## src/rtl/macc_drain.sv

```systemverilog
// Output stage after the MAC array: captures a vector of ACC-format results and streams the
// lanes out one per handshake, each requantized to ACT format. Optional: MACC_DRAIN_SAT_CNT_EN.
module macc_drain #(
    parameter int NUM_PE = 16,
    parameter int ACT_QM = 8,
    parameter int ACT_QN = 8,
    parameter int ACC_QM = 16,
    parameter int ACC_QN = 16,
    localparam int ACT_BW = ACT_QM + ACT_QN,
    localparam int ACC_BW = ACC_QM + ACC_QN,
    localparam int LW     = $clog2(NUM_PE + 2)
) (
    input  logic                           clk,
    input  logic                           rst,
    input  logic                           cap_valid,
    output logic                           cap_ready,
    input  logic [NUM_PE:0][ACC_BW-1:0]    din_acc,
    input  logic [LW-1:0]                  num_lanes,
    input  logic                           relu_en,
    output logic                           dout_valid,
    input  logic                           dout_ready,
    output logic [ACT_BW-1:0]              dout_act,
    output logic [LW-1:0]                  dout_idx,
    output logic                           dout_last,
    output logic                           busy
`ifdef MACC_DRAIN_SAT_CNT_EN
    ,
    input  logic                           sat_clr,
    output logic [15:0]                    sat_cnt
`endif
);
    localparam int SH = ACC_QN - ACT_QN;
    localparam logic signed [ACC_BW:0] RND  = (ACC_BW+1)'(2 ** (SH - 1));
    localparam logic signed [ACC_BW:0] SMAX = (ACC_BW+1)'(2 ** (ACT_BW - 1) - 1);
    localparam logic signed [ACC_BW:0] SMIN = ~SMAX;
    localparam logic [LW-1:0]          FULL = LW'(NUM_PE + 1);

    typedef enum logic {IDLE, DRAIN} state_t;

    state_t                     state_q, state_d;
    logic [NUM_PE:0][ACC_BW-1:0] buf_q, buf_d;
    logic                       relu_q, relu_d;
    logic [LW-1:0]              n_q, n_d, idx_q, idx_d;
    logic [ACT_BW-1:0]          act_q, act_d;
    logic                       last_q, last_d, valid_q, valid_d, sat_q, sat_d;

    logic                       xfer, cap;
    logic [LW-1:0]              n_eff, idx_nxt;
    logic [ACC_BW-1:0]          sel;
    logic                       relu_sel, sat_lane;
    logic signed [ACC_BW:0]     ext, t, s, clip;
    logic [ACT_BW-1:0]          q_act;

    // One lane mux feeding one requant unit; the lane is whichever loads the output register next.
    always_comb begin
        xfer      = valid_q && dout_ready;
        cap_ready = (state_q == IDLE) || (xfer && last_q);
        cap       = cap_valid && cap_ready;
        n_eff     = (num_lanes == '0 || num_lanes > FULL) ? FULL : num_lanes;
        idx_nxt   = idx_q + LW'(1);
        sel       = cap ? din_acc[0] : buf_q[idx_nxt];
        relu_sel  = cap ? relu_en : relu_q;

        ext      = $signed({sel[ACC_BW-1], sel});
        t        = ext + RND;
        s        = t >>> SH;
        clip     = s;
        sat_lane = 1'b0;
        if (s > SMAX) begin
            clip     = SMAX;
            sat_lane = 1'b1;
        end else if (s < SMIN) begin
            clip     = SMIN;
            sat_lane = 1'b1;
        end
        q_act = clip[ACT_BW-1:0];
        if (relu_sel && q_act[ACT_BW-1]) q_act = '0;
    end

    always_comb begin
        state_d = state_q;
        buf_d   = buf_q;
        relu_d  = relu_q;
        n_d     = n_q;
        idx_d   = idx_q;
        act_d   = act_q;
        last_d  = last_q;
        valid_d = valid_q;
        sat_d   = sat_q;
        if (cap) begin
            state_d = DRAIN;
            buf_d   = din_acc;
            relu_d  = relu_en;
            n_d     = n_eff;
            idx_d   = '0;
            act_d   = q_act;
            last_d  = (n_eff == LW'(1));
            valid_d = 1'b1;
            sat_d   = sat_lane;
        end else if (xfer) begin
            if (last_q) begin
                state_d = IDLE;
                valid_d = 1'b0;
            end else begin
                idx_d  = idx_nxt;
                act_d  = q_act;
                last_d = (idx_nxt == n_q - LW'(1));
                sat_d  = sat_lane;
            end
        end
    end

    always_ff @(posedge clk or posedge rst) begin
        if (rst) begin
            state_q <= IDLE;
            buf_q   <= '0;
            relu_q  <= 1'b0;
            n_q     <= '0;
            idx_q   <= '0;
            act_q   <= '0;
            last_q  <= 1'b0;
            valid_q <= 1'b0;
            sat_q   <= 1'b0;
        end else begin
            state_q <= state_d;
            buf_q   <= buf_d;
            relu_q  <= relu_d;
            n_q     <= n_d;
            idx_q   <= idx_d;
            act_q   <= act_d;
            last_q  <= last_d;
            valid_q <= valid_d;
            sat_q   <= sat_d;
        end
    end

    assign dout_valid = valid_q;
    assign dout_act   = act_q;
    assign dout_idx   = idx_q;
    assign dout_last  = last_q;
    assign busy       = (state_q == DRAIN);

`ifdef MACC_DRAIN_SAT_CNT_EN
    logic [15:0] sat_cnt_q, sat_cnt_d;

    // Counts clipped lanes as they are accepted downstream; ReLU zeroing is not a clip.
    always_comb begin
        sat_cnt_d = sat_cnt_q;
        if (sat_clr) sat_cnt_d = '0;
        else if (xfer && sat_q && sat_cnt_q != 16'hFFFF) sat_cnt_d = sat_cnt_q + 16'd1;
    end

    always_ff @(posedge clk or posedge rst) begin
        if (rst) sat_cnt_q <= '0;
        else     sat_cnt_q <= sat_cnt_d;
    end

    assign sat_cnt = sat_cnt_q;
`else
    logic sat_unused;
    assign sat_unused = sat_q;
`endif
endmodule

```

## config.mk

```make
export PLATFORM = sky130hd
export DESIGN_NAME = macc_drain
export DESIGN_NICKNAME = d
export VERILOG_FILES = /design/src/rtl/macc_drain.sv
export SDC_FILE = /design/constraint.sdc
export NUM_CORES = 1
export LEC_CHECK = 0
export CAP_MARGIN = 40
export CORE_AREA = 2 2 224 226
export DETAILED_ROUTE_END_ITERATION = 7
export DIE_AREA = 0 0 226 228
export GPL_ROUTABILITY_DRIVEN = 0
export PLACE_DENSITY = 0.83
export SKIP_CTS_REPAIR_TIMING = 1
export SLEW_MARGIN = 20
export SYNTH_ARGS = -nofsm -noshare
export SYNTH_HDL_FRONTEND = slang
export SYNTH_SLANG_ARGS = --single-unit
```

## constraint.sdc

```tcl
create_clock -name clk -period 31.3 [get_ports clk]
set_input_delay 7.825 -clock clk [delete_from_list [all_inputs] [get_ports clk]]
set_output_delay 7.825 -clock clk [all_outputs]
set_load 0.02 [all_outputs]
```

# == Yosys cells after proc, flatten, opt, wreduce, memory -nomap -nowiden ==
# Index checks and enable logic that the tools add are counted.
# Widths: inputs -> output; s select.
# word_totals
ff_bits,573
inputBits,554
output_inout_bits,25
elab_cells,65
# op_classes
n_addsub,3
magnitude_cmp,4
n_eq_ne,3
muxes,20
bitwise,1
reduce_logical,11
# op_table
op,count
$bmux 32 s5,1
$mux 16,6
$mux 32,2
$add 32x9->33 const B,1
$gt 25x16->1 const B,1
$lt 25x16->1 const B,1
$mux 5,4
$mux 1,7
$lt 5x6->1 const B,1
$add 5x1->5 const B,1
$eq 5x1->1 const B,1
$eq 5x5->1,1
$gt 5x5->1 const B,1
$logic_not 5->1,1
$sub 5x1->5 const B,1
$logic_and 1x1->1,4
$reduce_and 2->1,2
$reduce_bool 2->1,2
$logic_or 1x1->1,2
$ne 2x1->1 const B,1
$not 1->1,1

# == Longest topological paths before layout ==
# logic_depth
depth_word,14
mapped_depth,20
ltp_nobuf,16

# == Worst setup path after synthesis ==
# OpenSTA, ideal clock, no wires.
# synth_path
kind,input to output
startpoint,input port dout_ready
endpoint,output port cap_ready
t_arrival_ps,8055
t_required_ps,23475
slack_ps,15420
cell_stages,1
n_path_buf,0
path_cell_list,a21bo_2
# synth_between
elab_chain_cells,3
# synth_rtl
item,line_no,text
start: declaration,21,"input logic dout_ready,"
$logic_and 1x1->1,56,xfer = valid_q && dout_ready;
$logic_and 1x1->1,57,cap_ready = (state_q == IDLE) || (xfer && last_q);
$logic_or 1x1->1,57,
end: declaration,16,"output logic cap_ready,"
# No other way between the ends.

# == Worst setup path after layout ==
# Same ends and word-level chain as after synthesis.

==> reports/results.ini <==
[critical_path]
cp_cell_sequence=clkdlybuf4s50_1, a21bo_2, clkdlybuf4s50_1
startpoint_class_of_the_critical_path=primary input
worstSetupPathType=primary input to primary output
crit_slowest_cell=sky130_fd_sc_hd__clkdlybuf4s50_1
critPathCaptureType=primary output
cp.arrival_ps=9120
required_ps=23480
critPathMaxStageDelay_ps=620
critical_path_peak_fanout=4
critical-path-top-cell-by-count=sky130_fd_sc_hd__clkdlybuf4s50_1

[min_path]
worst_hold_path_type=register to register

[run]
max_cap_viol_count=0

[yosys]
syn-cell-area_sq_mm=0.0218
count_of_flip_flops_with_a_built_in_enable_after_synthesis=0
postSynthAreaPerCell_sq_um=9.06
postSynthRegisterBits=454
ys_seq_area_share_pct=52.1
postSynthNetCount=2965
netlist-cell-type-count=76
ys_warn_count=0
synthArstFlopShare_pct=100
post_synth_inst_count=2408
dominantRegCellSynth=sky130_fd_sc_hd__dfrtp_1

[timing]
final.setup_skew_ps=11.7
timing.hold.ws_ps=473
finalHoldViolCount=0
timing_max_transition_violations_final=0
setup_repair_after_global_routing_missed_its_margin=false
setup_total_negative_slack_ps=0
setup_viol_count_final=0
layout_setup_ws_ps=14350
fmax_mhz=59.0
timing.slew.headroom_pct=26.7
post_route_clock_period_utilization_pct=54.1
post-route-min-period_ps=16950
max_slew.worst_pin.slew_ps=1100

[place]
numPortBuffers=459
place.detailed.hpwl_microns=53200
post-place-ws_ps=14350
standard_cell_area_after_detailed_placement_sq_mm=0.0270

[clock_network]
cts_tree=done
tritoncts.num_buffers=48
insertion_delay_ps=580
cts_num_sinks=454
clkSlewWorstSetupHoldPaths_ps=60
cts_root_buffer=sky130_fd_sc_hd__clkbuf_16
htree_levels=2
clock_path_buffers=3

[finish]
areaGrowthSynthToFinish_pct=32.4
layout_commonest_cell=sky130_fd_sc_hd__nand2_1
design.final.nets=3363
final_layout_size_suffix_gt1_share_pct=8.51
design_area_sq_mm=0.0289
filler_cell_count=4030
mostFrequentLayoutCells=1,325 x sky130_fd_sc_hd__nand2_1, 459 x sky130_fd_sc_hd__clkdlybuf4s50_1, 453 x sky130_fd_sc_hd__dfrtp_1

[floorplanning]
die_x_microns=226
die_height_microns=228
die_area_sq_mm=0.0515
num_io_pins=579
initial_core_util_pct=44.2
core_sq_mm=0.0493
row_count=82

[drt]
number_of_optimization_iterations_in_the_first_detailed_route_pass=5
first_iter_violations=1655
routed_via_density=5.41
detail_route.wirelength_microns=73300
final_antenna_net_count=0
post_drt_wl_per_cell_microns=20.8
routed-via-count=19100
route.detailed.drc=0

[global_route]
groute.usage.overall_pct=28.6
first_global_vias=19400
globalRouteOverflowTotal=0
antenna_violations_before_repair=14
grt_pass1_wl_microns=112000
grt_start_max_net_pins=231

[power_and_ir_drop]
power_density_mw_per_mm2=104
power.static_leakage_uw=0.0138
power_consumption_uw=2990
ir_drop_uv=54.5

[status]
outcome=completed

[cells by family after synthesis]
family / Yosys count / share of synthesized area [%]
simple gates: 1440 / 26.0
mux: 132 / 11.1
xor+xnor: 30 / 1.34
compound gates: 192 / 6.13
flops: 454 / 52.1
buf+inv: 157 / 3.20
fa+ha+maj: 3 / 0.172
[cell type report]
type                       count  area, sq um  area share [%]
clock inverter                26          353            1.22
clock buffer                  61         1360            4.71
antenna                        7         17.5          0.0606
tap                          672          841            2.91
sequential                   454        11400            39.3
inverter                      10         45.0           0.156
timing repair buffer         495         5110            17.7
multi-input combinational   1797         9800            33.9
[stage by stage]
| step | utilization [%] | std cells |
|---|---|---|
| floorplan | - | 2408 |
| global placement | 54.3 | 3412 |
| detailed placement | 54.7 | 3422 |
| CTS | 58.2 | 3509 |
| global route | 58.5 | 3520 |
| finish | 58.5 | 3522 |
[synthesized netlist by cell type, drive strengths merged, types with 4 or more instances]
master	count	area (sq um)
inv	10	37.5
or3b	4	35.0
nand2	1326	4980
xnor2	15	146
o2bb2ai	4	35.0
and2	6	37.5
or3	4	25.0
nor2	32	120
xor2	15	146
dfrtp	454	11400
nand4b	4	65.1
a22oi	14	110
and3	5	36.3
buf	42	267
mux4	88	1980
nor3	9	45.0
a311oi	4	35.0
a21bo	7	70.1
a2bb2oi	15	131
a21oi	28	140
nand3	21	105
a31oi	11	75.1
clkbuf	105	394
nor4	4	31.3
o21ai	55	275
nand3b	4	33.8
mux2i	40	400
mux2	4	45.0
o31ai	6	72.6
a21boi	18	135
[sequential cells by signal (all words and copies together), names as in the netlist]
name and count:
n_q 5, dout_last 1, relu_q 1, dout_valid 1
buf_q 425, dout_idx 5, dout_act 16
[report_power, final]
group          internal [uW]  total [uW]  switching [uW]
Sequential               864        1040             176
Clock                    374         618             244
Combinational            575        1330             756
[final timing paths]
| path | startpoint | to | slack, ps | cells after the start |
|---|---|---|---|---|
| min in group asynchronous | rst | buf_q[176] | 7560 | 2 |
| worst max-delay path | dout_ready | cap_ready | 14350 | 3 |
| max in group asynchronous | rst | buf_q[427] | 21410 | 7 |
| worst min register to register | buf_q[274] | buf_q[274] | 470 | 2 |
| worst max register to register | dout_idx[0] | dout_act[2] | 24590 | 13 |
| worst min-delay path | buf_q[274] | buf_q[274] | 470 | 2 |
[metal layers]
| layer | up-vias | wire, microns | track usage [%] |
|---|---|---|---|
| met5 | - | 92 | 0 |
| met4 | 14 | 2110 | 8.36 |
| met3 | 156 | 5230 | 5.54 |
| met2 | 841 | 35700 | 47.6 |
| met1 | 9392 | 30200 | 38.1 |
| li1 | 8658 | - | - |
[worst max-delay path: cells and delay by family]
kind,cells,cell delay [ps]
buffers and inverters,2,1100
AOI/OAI and AO/OA,1,190
(Power assumes the default switching activity.)
